--- src/rtl/tmboc_trk_pkg.sv ---
// tmboc_trk_pkg: shared FSM encoding, PRN length and default widths for the TMBOC tracking correlator.
package tmboc_trk_pkg;
    localparam logic [0:0] ST_IDLE  = 1'b0;
    localparam logic [0:0] ST_ACCUM = 1'b1;
    localparam int PRN_LEN          = 4092;
    localparam int DEF_SAMPLE_WIDTH = 4;
    localparam int DEF_ACC_WIDTH    = 24;
    localparam int DEF_SPACING      = 2;
    localparam int DEF_CNT_WIDTH    = 16;
endpackage

--- src/rtl/tmboc_corr_arm.sv ---
// tmboc_corr_arm: one I+Q multiply-accumulate arm; ACC_SAT_EN selects saturating instead of wrapping sums.
module tmboc_corr_arm
    import tmboc_trk_pkg::*;
#(
    parameter int SAMPLE_WIDTH = DEF_SAMPLE_WIDTH,
    parameter int ACC_WIDTH    = DEF_ACC_WIDTH
) (
    input  logic                           clk,
    input  logic                           rst,
    input  logic                           flush,
    input  logic                           add,
    input  logic                           restart,
    input  logic                           close,
    input  logic                           code,
    input  logic signed [SAMPLE_WIDTH-1:0] sample_i,
    input  logic signed [SAMPLE_WIDTH-1:0] sample_q,
    output logic signed [ACC_WIDTH-1:0]    sum_i,
    output logic signed [ACC_WIDTH-1:0]    sum_q,
    output logic                           sat
);
`ifdef ACC_SAT_EN
    localparam logic signed [ACC_WIDTH:0] SAT_MAX = {2'b00, {(ACC_WIDTH-1){1'b1}}};
    localparam logic signed [ACC_WIDTH:0] SAT_MIN = -SAT_MAX;
`endif
    logic signed [ACC_WIDTH-1:0] acc_i, acc_q;
    logic [ACC_WIDTH:0] r_i, r_q;
    // Result is {clamped, sum}; the clamp flag is only ever set in the saturating build.
    function automatic logic [ACC_WIDTH:0] mac(input logic signed [ACC_WIDTH-1:0] base,
                                               input logic signed [SAMPLE_WIDTH-1:0] s,
                                               input logic c);
        logic signed [ACC_WIDTH-1:0] ext;
`ifdef ACC_SAT_EN
        logic signed [ACC_WIDTH:0] wide;
`endif
        ext = {{(ACC_WIDTH-SAMPLE_WIDTH){s[SAMPLE_WIDTH-1]}}, s};
`ifdef ACC_SAT_EN
        wide = {base[ACC_WIDTH-1], base} + (c ? -{ext[ACC_WIDTH-1], ext} : {ext[ACC_WIDTH-1], ext});
        return wide > SAT_MAX ? {1'b1, SAT_MAX[ACC_WIDTH-1:0]} :
               wide < SAT_MIN ? {1'b1, SAT_MIN[ACC_WIDTH-1:0]} : {1'b0, wide[ACC_WIDTH-1:0]};
`else
        return {1'b0, base + (c ? -ext : ext)};
`endif
    endfunction
    assign r_i   = mac(restart ? '0 : acc_i, sample_i, code);
    assign r_q   = mac(restart ? '0 : acc_q, sample_q, code);
    assign sum_i = r_i[ACC_WIDTH-1:0];
    assign sum_q = r_q[ACC_WIDTH-1:0];
    assign sat   = add && (r_i[ACC_WIDTH] || r_q[ACC_WIDTH]);
    always_ff @(posedge clk) begin
        if (rst || flush) begin
            acc_i <= '0;
            acc_q <= '0;
        end else if (add) begin
            acc_i <= close ? '0 : sum_i;
            acc_q <= close ? '0 : sum_q;
        end
    end
endmodule

--- src/rtl/tmboc_epoch_correlator.sv ---
// tmboc_epoch_correlator: Early/Prompt/Late I/Q correlation over one PRN epoch with a valid/ready dump.
// Optional macro ACC_SAT_EN: saturating accumulators, a saturated epoch also flags tx_dump_ovr.
module tmboc_epoch_correlator
    import tmboc_trk_pkg::*;
#(
    parameter int SAMPLE_WIDTH = DEF_SAMPLE_WIDTH,
    parameter int ACC_WIDTH    = DEF_ACC_WIDTH,
    parameter int SPACING      = DEF_SPACING,
    parameter int CNT_WIDTH    = DEF_CNT_WIDTH
) (
    input  logic                           rx_clk,
    input  logic                           rx_rst,
    input  logic                           rx_enable,
    input  logic                           rx_sample_vld,
    input  logic signed [SAMPLE_WIDTH-1:0] rx_sample_i,
    input  logic signed [SAMPLE_WIDTH-1:0] rx_sample_q,
    input  logic                           rx_loc_code,
    input  logic                           rx_prn_sop,
    input  logic                           rx_prn_eop,
    output logic                           tx_dump_vld,
    input  logic                           tx_dump_rdy,
    output logic signed [ACC_WIDTH-1:0]    tx_ie,
    output logic signed [ACC_WIDTH-1:0]    tx_qe,
    output logic signed [ACC_WIDTH-1:0]    tx_ip,
    output logic signed [ACC_WIDTH-1:0]    tx_qp,
    output logic signed [ACC_WIDTH-1:0]    tx_il,
    output logic signed [ACC_WIDTH-1:0]    tx_ql,
    output logic                           tx_dump_ovr,
    output logic                           tx_sync_err,
    output logic [CNT_WIDTH-1:0]           tx_epoch_cnt
);
    logic [0:0] state;
    logic open, sat_ep;
    logic [2*SPACING-1:0] taps;
    logic [SPACING-1:0] sop_sr, eop_sr;
    logic [2*SPACING:0] taps_n;
    logic [SPACING:0] sop_n, eop_n;
    logic sop_a, eop_a, add, restart, close, sync, accept;
    logic signed [ACC_WIDTH-1:0] sum_i [3];
    logic signed [ACC_WIDTH-1:0] sum_q [3];
    logic [2:0] sat;
    // Taps and framing include the current strobe so the sample meets its aligned code in the same cycle.
    assign taps_n  = {taps, rx_loc_code};
    assign sop_n   = {sop_sr, rx_prn_sop};
    assign eop_n   = {eop_sr, rx_prn_eop};
    assign sop_a   = sop_n[SPACING];
    assign eop_a   = eop_n[SPACING];
    assign add     = rx_enable && rx_sample_vld && (sop_a || (state == ST_ACCUM && open));
    assign restart = sop_a && !eop_a;
    assign close   = add && eop_a;
    assign sync    = add && open && restart;
    assign accept  = tx_dump_vld && tx_dump_rdy;
    for (genvar g = 0; g < 3; g++) begin : g_arm
        tmboc_corr_arm #(.SAMPLE_WIDTH(SAMPLE_WIDTH), .ACC_WIDTH(ACC_WIDTH)) u_arm (
            .clk(rx_clk), .rst(rx_rst), .flush(!rx_enable), .add(add), .restart(restart),
            .close(close), .code(taps_n[g*SPACING]), .sample_i(rx_sample_i),
            .sample_q(rx_sample_q), .sum_i(sum_i[g]), .sum_q(sum_q[g]), .sat(sat[g])
        );
    end
    always_ff @(posedge rx_clk) begin
        if (rx_rst) begin
            state        <= ST_IDLE;
            open         <= 1'b0;
            sat_ep       <= 1'b0;
            taps         <= '0;
            sop_sr       <= '0;
            eop_sr       <= '0;
            tx_dump_vld  <= 1'b0;
            tx_ie        <= '0;
            tx_qe        <= '0;
            tx_ip        <= '0;
            tx_qp        <= '0;
            tx_il        <= '0;
            tx_ql        <= '0;
            tx_dump_ovr  <= 1'b0;
            tx_sync_err  <= 1'b0;
            tx_epoch_cnt <= '0;
        end else begin
            tx_sync_err <= sync;
            if (rx_sample_vld) begin
                taps   <= taps_n[2*SPACING-1:0];
                sop_sr <= sop_n[SPACING-1:0];
                eop_sr <= eop_n[SPACING-1:0];
            end
            state  <= !rx_enable ? ST_IDLE : add ? ST_ACCUM : state;
            open   <= rx_enable && (add ? !eop_a : open);
            sat_ep <= rx_enable && (add ? !close && ((!restart && sat_ep) || |sat) : sat_ep);
            if (close) begin
                tx_ie        <= sum_i[0];
                tx_qe        <= sum_q[0];
                tx_ip        <= sum_i[1];
                tx_qp        <= sum_q[1];
                tx_il        <= sum_i[2];
                tx_ql        <= sum_q[2];
                tx_dump_vld  <= 1'b1;
                tx_epoch_cnt <= tx_epoch_cnt + CNT_WIDTH'(1);
                tx_dump_ovr  <= tx_dump_ovr || (tx_dump_vld && !tx_dump_rdy) || sat_ep || |sat;
            end else if (accept) begin
                tx_dump_vld <= 1'b0;
            end
        end
    end
endmodule

--- config.mk ---
export PLATFORM = sky130hd
export DESIGN_NAME = tmboc_epoch_correlator
export DESIGN_NICKNAME = d
export VERILOG_FILES = /design/src/rtl/tmboc_trk_pkg.sv /design/src/rtl/tmboc_corr_arm.sv /design/src/rtl/tmboc_epoch_correlator.sv
export SDC_FILE = /design/constraint.sdc
export NUM_CORES = 1
export LEC_CHECK = 0
export ABC_AREA = 0
export CORE_MARGIN = 3
export CORE_UTILIZATION = 60
export CTS_CLUSTER_SIZE = 25
export DETAILED_ROUTE_END_ITERATION = 10
export GPL_TIMING_DRIVEN = 0
export PLACE_DENSITY_LB_ADDON = 0.15
export SLEW_MARGIN = 30
export SYNTH_ARGS = -nofsm -noshare
export SYNTH_HDL_FRONTEND = slang
export SYNTH_SLANG_ARGS = --single-unit
--- constraint.sdc ---
create_clock -name rx_clk -period 7.2 [get_ports rx_clk]
set_input_delay 0.72 -clock rx_clk [delete_from_list [all_inputs] [get_ports rx_clk]]
set_output_delay 0.72 -clock rx_clk [all_outputs]
set_load 0.05 [all_outputs]
==> results.cfg, run 1 <==
[detailed_routing]
routed_via_density = 6.38
drt-met1-wl_mm = 27.1
route.antenna.remaining_nets = 0
route.met2.wl_mm = 28.3
avgRoutedWirePerCell_um = 21.4
detailedRoute.firstIterationViolations = 2014
wirelength_routed_mm = 64.9
drt_pass1_iterations = 6
met3_wirelength_mm = 5.80
detail_route.drc_violations = 0
dr_total_vias = 19400
top_layer_used = met4

[outcome]
outcome = completed

[logic_synthesis]
number_of_synthesized_flops_with_an_enable_pin = 0
synth_compound_gate_area_share_pct = 23.5
netlist.area_leader.share_pct = 33.4
synth.area.mux_share_pct = 0.696
top_flip_flop_cell_by_instance_count_after_synthesis = sky130_fd_sc_hd__dfxtp_1
ys_seq_area_share_pct = 33.4
mappedNetlistNets = 2576
synth_warnings = 0
ys_ff_latch = 318
synth_area_per_cell_um2 = 7.93
synthesis.instances = 2405
synth_adder_area_share_pct = 10.4
syn_area_um2 = 19100
async_reset_ff_share_pct = 0
synth_xor_area_share_pct = 6.66
synth_top_cell_by_area = sky130_fd_sc_hd__dfxtp_1
main_combinational_cell_family_by_area_after_synthesis = compound AO/OA/AOI/OAI gates
synth.distinct_cells = 72
simple_gate_area_share_of_the_yosys_netlist_pct = 21.7
synth_top_cells_by_area = sky130_fd_sc_hd__dfxtp_1, sky130_fd_sc_hd__ha_1, sky130_fd_sc_hd__nand2_1

[timing]
max_slew.worst_pin.slew_ns = 1.11
final-setup-viol-count = 0
slew_viol_final = 0
tns_ns = 0
setup_slack_ns = 2.17
finalClockSkew_ns = 0.0207
unrepaired_setup_endpoints_after_global_routing = false
hold_violations = 0
period_needed_ns = 5.03
final_min_period_over_clock_period_pct = 69.8
maxClockFrequency_mhz = 199
worst_slew_margin_rel_pct = 25.7

[placement]
cell_area_after_placement_um2 = 21300
globalplace.congestion = 0.974
placed_cells = 2977
preCtsSetupSlack_ns = 1.58
detailedPlacementHpwl_mm = 47.7
numPortBuffers = 176

[power]
power.static_leakage_nw = 9.12
netSwitchingFraction_pct = 25.6
total_switching_power_mw = 1.07
cellPowerDensity_nw_per_um2 = 185
irDropWorstVdd_mv = 0.195
power_frac_seq_pct = 42.3
clockPowerShare_pct = 47.5
cellInternalPower_mw = 3.10
pwr-share-comb_pct = 10.1

[clock_network]
post_cts_setup_repair_bufs = 0
clk_latency_ns = 0.53
clock_tree.root_cell = sky130_fd_sc_hd__clkbuf_16
cts-root-to-sink-buffers = 3
postCtsResizedCells = 0
cts_inserted_buffers = 36
tritoncts = built
ctsHtreeMaxLevel = 2
postCtsHoldBufs = 0
clkSinkCount = 318
clk_pin_slew_ns = 0.06

[finish]
layout-drive-gt1-share_pct = 2.95
core_util_final_pct = 73.0
antennaDiodeCount = 0
post_layout_nonfiller_instances = 3039
postLayoutCellArea_um2 = 22600
multi_input_comb_area_um2 = 12000
layout_overhead_on_the_synthesized_area_pct = 18.4
nets = 2790
seq_area_um2 = 6370
fill_cells = 2442

[worst_setup_path]
start_kind = primary input
crit_path_max_incr_delay_ns = 0.72
critical-path-slowest-cell = sky130_fd_sc_hd__o21ai_0
timing.critical_path.fanout_max = 5
critical-path-top-delay-family = compound AO/OA/AOI/OAI gates
timing.setup.critical_path_class = primary input to flip-flop
required_ns = 7.56
critPathCaptureType = flip-flop
cp_data_arrival_time_ns = 5.39
critical_path_buf_inv_count = 1
timing.critical_path.cells = clkdlybuf4s50_1, or3_1, nand2b_1, ha_1, o21ai_0, ha_1, o21a_1, o21a_1, a211oi_1, o31a_1, o221ai_1, a21oi_1, xor2_1, o21ai_0

[global_routing]
global_route_wire_length_before_repair_mm = 99.6
globalRoute.totalOverflow = 0
grt_antenna_before_repair = 0
grt.total_usage_pct = 37.1
first_global_vias = 18200
grt_start_max_net_pins = 14

[die]
area_enclosed_by_the_die_boundary_um2 = 33900
die-width_um = 184
floorplan.die.height_um = 184
pin_count = 179
initial_cell_density_of_the_core_pct = 61.7
row_cnt = 64
core_area_um2 = 30900

[flow_run]
max_cap_viol_count = 0

[hold_path]
worst_hold_path_type = flip-flop to flip-flop
-- registers in the layout (all words and copies together), names as in the netlist, 2 cells and up --
register           cells
taps                   4
eop_sr                 2
g_arm.u_arm.acc_q     72
tx_qp                 24
tx_il                 24
g_arm.u_arm.acc_i     72
tx_epoch_cnt          16
tx_ip                 24
tx_ie                 24
tx_qe                 24
tx_ql                 24
sop_sr                 2
-- layout by cell type, fill, tap and decap left out, types with 6 or more instances in the layout --
cell type                         count
sky130_fd_sc_hd__clkdlybuf4s50_1    176
sky130_fd_sc_hd__nand2_1            398
sky130_fd_sc_hd__nand4_1             17
sky130_fd_sc_hd__or3_1                9
sky130_fd_sc_hd__clkbuf_16           37
sky130_fd_sc_hd__a21oi_1            259
sky130_fd_sc_hd__a31oi_1             13
sky130_fd_sc_hd__and2_1             141
sky130_fd_sc_hd__and4_1              11
sky130_fd_sc_hd__o31ai_1             10
sky130_fd_sc_hd__o21ai_0            101
sky130_fd_sc_hd__nor3_1              29
sky130_fd_sc_hd__o21ai_1             12
sky130_fd_sc_hd__a22o_1              54
sky130_fd_sc_hd__o31a_1               6
sky130_fd_sc_hd__inv_1               46
sky130_fd_sc_hd__a21o_1              54
sky130_fd_sc_hd__o21a_1              15
sky130_fd_sc_hd__ha_1               149
sky130_fd_sc_hd__dfxtp_1            318
sky130_fd_sc_hd__nor2_1             171
sky130_fd_sc_hd__and3_1              27
sky130_fd_sc_hd__o221ai_1             7
sky130_fd_sc_hd__xor2_1              54
sky130_fd_sc_hd__mux2i_1             11
sky130_fd_sc_hd__xnor2_1             91
sky130_fd_sc_hd__clkbuf_1           126
sky130_fd_sc_hd__nor2b_1              9
sky130_fd_sc_hd__nand3_1             44
sky130_fd_sc_hd__bufinv_16            7
sky130_fd_sc_hd__a211oi_1            27
sky130_fd_sc_hd__a22oi_1             45
sky130_fd_sc_hd__buf_1               14
sky130_fd_sc_hd__nand2b_1            20
sky130_fd_sc_hd__or2_2                6
sky130_fd_sc_hd__o21bai_1            19
sky130_fd_sc_hd__o211ai_1            19
sky130_fd_sc_hd__fa_1                 6
-- final timing paths --
check	start	depth (start not counted)	end	slack, ns
worst max-delay path	rx_sample_q[0]	14	g_arm[1].u_arm.acc_q[22]	2.17
worst min-delay path	g_arm[2].u_arm.acc_q[21]	2	g_arm[2].u_arm.acc_q[21]	0.43
worst max register to register	eop_sr[1]	15	tx_ie[22]	2.18
worst min register to register	g_arm[2].u_arm.acc_q[21]	2	g_arm[2].u_arm.acc_q[21]	0.43
-- final cells by class --
cell class / count / share of cell area [%]
inverter: 47 / 0.782
sequential: 318 / 28.2
clock buffer: 47 / 4.36
buffer: 135 / 2.26
timing repair buffer: 176 / 7.81
clock inverter: 15 / 1.16
tap: 396 / 2.20
multi-input combinational: 1905 / 53.2
-- power by group through the flow --
stage / clock network, mW / registers, mW / logic, mW
2_1_floorplan: 0 / 1.81 / 0.272
3_3_place_gp: 0 / 1.81 / 0.395
3_5_place_dp: 0 / 1.81 / 0.402
4_1_cts: 1.98 / 1.77 / 0.406
5_1_grt: 2.06 / 1.77 / 0.450
6_report: 1.98 / 1.77 / 0.422
-- synth_stat cells, types with 4 or more instances --
cell / instances
sky130_fd_sc_hd__nand2_1: 398
sky130_fd_sc_hd__dfxtp_1: 318
sky130_fd_sc_hd__a21oi_1: 259
sky130_fd_sc_hd__nor2_1: 171
sky130_fd_sc_hd__ha_1: 149
sky130_fd_sc_hd__and2_1: 141
sky130_fd_sc_hd__clkbuf_1: 120
sky130_fd_sc_hd__o21ai_0: 104
sky130_fd_sc_hd__xnor2_1: 91
sky130_fd_sc_hd__a21o_1: 54
sky130_fd_sc_hd__a22o_1: 54
sky130_fd_sc_hd__xor2_1: 54
sky130_fd_sc_hd__inv_1: 46
sky130_fd_sc_hd__a22oi_1: 45
sky130_fd_sc_hd__nand3_1: 44
sky130_fd_sc_hd__nor3_1: 29
sky130_fd_sc_hd__a211oi_1: 27
sky130_fd_sc_hd__and3_1: 27
sky130_fd_sc_hd__nand2b_1: 20
sky130_fd_sc_hd__o211ai_1: 19
sky130_fd_sc_hd__o21bai_1: 19
sky130_fd_sc_hd__nand4_1: 17
sky130_fd_sc_hd__o21a_1: 15
sky130_fd_sc_hd__buf_1: 14
sky130_fd_sc_hd__a31oi_1: 13
sky130_fd_sc_hd__and4_1: 11
sky130_fd_sc_hd__mux2i_1: 11
sky130_fd_sc_hd__o31ai_1: 10
sky130_fd_sc_hd__nor2b_1: 9
sky130_fd_sc_hd__o21ai_1: 9
sky130_fd_sc_hd__or3_1: 9
sky130_fd_sc_hd__o221ai_1: 7
sky130_fd_sc_hd__fa_1: 6
sky130_fd_sc_hd__o31a_1: 6
sky130_fd_sc_hd__or2_2: 6
sky130_fd_sc_hd__a221o_1: 5
sky130_fd_sc_hd__or4_1: 5
sky130_fd_sc_hd__a21boi_0: 4
-- routing by layer --
| metal | GRT usage, % | vias up |
|---|---|---|
| met4 | 19.0 | 0 |
| met3 | 6.32 | 239 |
| met5 | 0 | - |
| met2 | 58.6 | 1069 |
| met1 | 49.1 | 9134 |
| li1 | - | 8937 |
-- per-stage QoR --
stage	total power, mW	hold slack, ns
5_1_grt	4.27	0.462
6_report	4.17	0.433
3_5_place_dp	2.21	0.423
2_1_floorplan	2.08	0.407
4_1_cts	4.16	0.435
3_3_place_gp	2.20	0.422
-- logic make-up after synthesis --
group | Yosys count
muxes | 13
adders and majority gates | 155
xor gates and xnor gates | 145
AOI/OAI and AO/OA | 695
DFF | 318
and+or+nand+nor | 897
buffers and inverters | 182
-- tightest hold or removal path: stages (launching register included) --
cell	delay, ns
sky130_fd_sc_hd__dfxtp_1	0.30
sky130_fd_sc_hd__nand2_1	0.05
sky130_fd_sc_hd__nand2_1	0.04
(Power assumes the default switching activity.)
==> run 2: changes to the inputs <==
--- a/config.mk
+++ b/config.mk
@@ -7,7 +7,7 @@
 export LEC_CHECK = 0
 export ABC_AREA = 0
 export CORE_MARGIN = 3
-export CORE_UTILIZATION = 60
+export CORE_UTILIZATION = 53
 export CTS_CLUSTER_SIZE = 25
 export DETAILED_ROUTE_END_ITERATION = 10
 export GPL_TIMING_DRIVEN = 0
==> constraint.sdc (replaced) <==
create_clock -name rx_clk -period 4.5 [get_ports rx_clk]
set_input_delay 0.45 -clock rx_clk [delete_from_list [all_inputs] [get_ports rx_clk]]
set_output_delay 0.45 -clock rx_clk [all_outputs]
set_load 0.05 [all_outputs]
==> results.cfg, run 2 (synthesis gave the netlist of run 1 again) <==
[worst_setup_path]
critical-path-slowest-cell = sky130_fd_sc_hd__clkdlybuf4s50_1
timing.setup.critical_path_class = primary input to flip-flop
worst_path_most_repeated_cell = sky130_fd_sc_hd__ha_1
crit_path_max_incr_delay_ns = 0.80
timing.critical_path.fanout_max = 5
timing.critical_path.cells = clkdlybuf4s50_1, inv_1, ha_1, nand2_1, ha_1, o21ai_2, ha_1, a21oi_1, o221ai_1, o21bai_1, o221ai_1, o21ai_1, a31oi_1, nor4_1, a311o_1
critical-path-top-delay-family = compound AO/OA/AOI/OAI gates
required_ns = 4.93
critical_path_buf_inv_count = 2
start_kind = primary input
cp_data_arrival_time_ns = 4.80
critPathCaptureType = flip-flop

[die]
pin_count = 179
initial_cell_density_of_the_core_pct = 54.5
floorplan.die.height_um = 196
die-width_um = 196
core_area_um2 = 35000
area_enclosed_by_the_die_boundary_um2 = 38300
row_cnt = 68

[placement]
placed_cells = 3036
globalplace.congestion = 0.976
preCtsSetupSlack_ns = -0.841
numPortBuffers = 176
detailedPlacementHpwl_mm = 48.9
cell_area_after_placement_um2 = 21400

[finish]
nets = 2791
postLayoutCellArea_um2 = 22700
most_frequent_standard_cell_in_the_layout_excluding_fill_and_tap_cells = sky130_fd_sc_hd__nand2_1
core_util_final_pct = 64.9
layout_top_registers = g_arm.u_arm.acc_i x72, g_arm.u_arm.acc_q x72
commonest_cells_after_routing_fill_and_taps_aside = sky130_fd_sc_hd__nand2_1, sky130_fd_sc_hd__dfxtp_1, sky130_fd_sc_hd__a21oi_1, sky130_fd_sc_hd__clkdlybuf4s50_1, sky130_fd_sc_hd__nor2_1
layout-drive-gt1-share_pct = 4.01
layout_overhead_on_the_synthesized_area_pct = 19.0
post_layout_nonfiller_instances = 3101

[timing]
slew_viol_final = 0
final_min_period_over_clock_period_pct = 97.0
tns_ns = 0
period_needed_ns = 4.36
worst_slew_margin_rel_pct = 31.9
hold_slack_ns = 0.422
setup_slack_ns = 0.136
final-setup-viol-count = 0
max_slew.worst_pin.slew_ns = 1.02
unrepaired_setup_endpoints_after_global_routing = false
finalClockSkew_ns = 0.00997
hold_violations = 0
maxClockFrequency_mhz = 229

[clock_network]
clock_tree.root_cell = sky130_fd_sc_hd__clkbuf_16
tritoncts = built
postCtsResizedCells = 10
cts_inserted_buffers = 37
clk_latency_ns = 0.55
clkSinkCount = 318
cts-root-to-sink-buffers = 3
clk_pin_slew_ns = 0.06
postCtsHoldBufs = 0
post_cts_setup_repair_bufs = 0
ctsHtreeMaxLevel = 2

[power]
total_switching_power_mw = 1.72
cellInternalPower_mw = 4.81
netSwitchingFraction_pct = 26.4
cellPowerDensity_nw_per_um2 = 288
pwr-share-comb_pct = 10.5
total_power_mw = 6.53
irDropWorstVdd_mv = 0.360
clockPowerShare_pct = 46.2
power.static_leakage_nw = 9.14
power_frac_seq_pct = 43.3

[flow_run]
max_cap_viol_count = 0

[detailed_routing]
avgRoutedWirePerCell_um = 21.2
wirelength_routed_mm = 65.8
dr_total_vias = 18800
detail_route.drc_violations = 0
route.antenna.remaining_nets = 0
detailedRoute.firstIterationViolations = 1704
drt_pass1_iterations = 5
routed_via_density = 6.05

[global_routing]
global_route_wire_length_before_repair_mm = 100
globalRoute.totalOverflow = 0
grt.total_usage_pct = 33.1
grt_antenna_before_repair = 1
grt_start_max_net_pins = 15
first_global_vias = 17600

[outcome]
outcome = completed

[hold_path]
worst_hold_path_type = primary input to flip-flop
run 2: cell type report:
| cell class | count | area (µm²) |
|---|---|---|
| fill | 3111 | 12300 |
| multi-input combinational | 1905 | 12100 |
| sequential | 318 | 6370 |
| timing repair buffer | 176 | 1760 |
| clock buffer | 49 | 1070 |
| tap | 455 | 569 |
| buffer | 135 | 517 |
| inverter | 47 | 176 |
| clock inverter | 14 | 129 |
| antenna | 2 | 5.00 |
run 2: final timing paths:
| kind | startpoint | to | slack, ns | depth (start not counted) |
|---|---|---|---|---|
| setup / recovery | rx_sample_q[0] | tx_qe[21] | 0.14 | 15 |
| hold / removal | rx_loc_code | taps[0] | 0.42 | 3 |
| setup reg to reg | eop_sr[1] | g_arm[1].u_arm.acc_q[19] | 0.25 | 14 |
| hold reg to reg | g_arm[2].u_arm.acc_q[22] | g_arm[2].u_arm.acc_q[22] | 0.43 | 2 |
run 2: metal layers:
layer / up-vias / share of wire [%] / global-route usage, %
met3: 140 / 8.4 / 5.33
li1: 8909 / - / -
met5: - / 0 / 0
met1: 8851 / 43 / 45.0
met2: 866 / 45 / 53.5
met4: 0 / 3.8 / 11.9
run 2: tightest hold or removal path: cells and delay by family:
family | cells | cell delay [ns]
buf+inv | 1 | 0.21
mux | 1 | 0.20
simple gates | 1 | 0.06
run 2: power groups by stage:
stage | clock network, mW | registers (mW) | logic [mW]
final | 3.02 | 2.83 | 0.683
after global routing | 3.14 | 2.83 | 0.737
after CTS | 3.04 | 2.83 | 0.657
after detailed placement | 0 | 2.89 | 0.651
after global placement | 0 | 2.89 | 0.643
after floorplan | 0 | 2.89 | 0.435
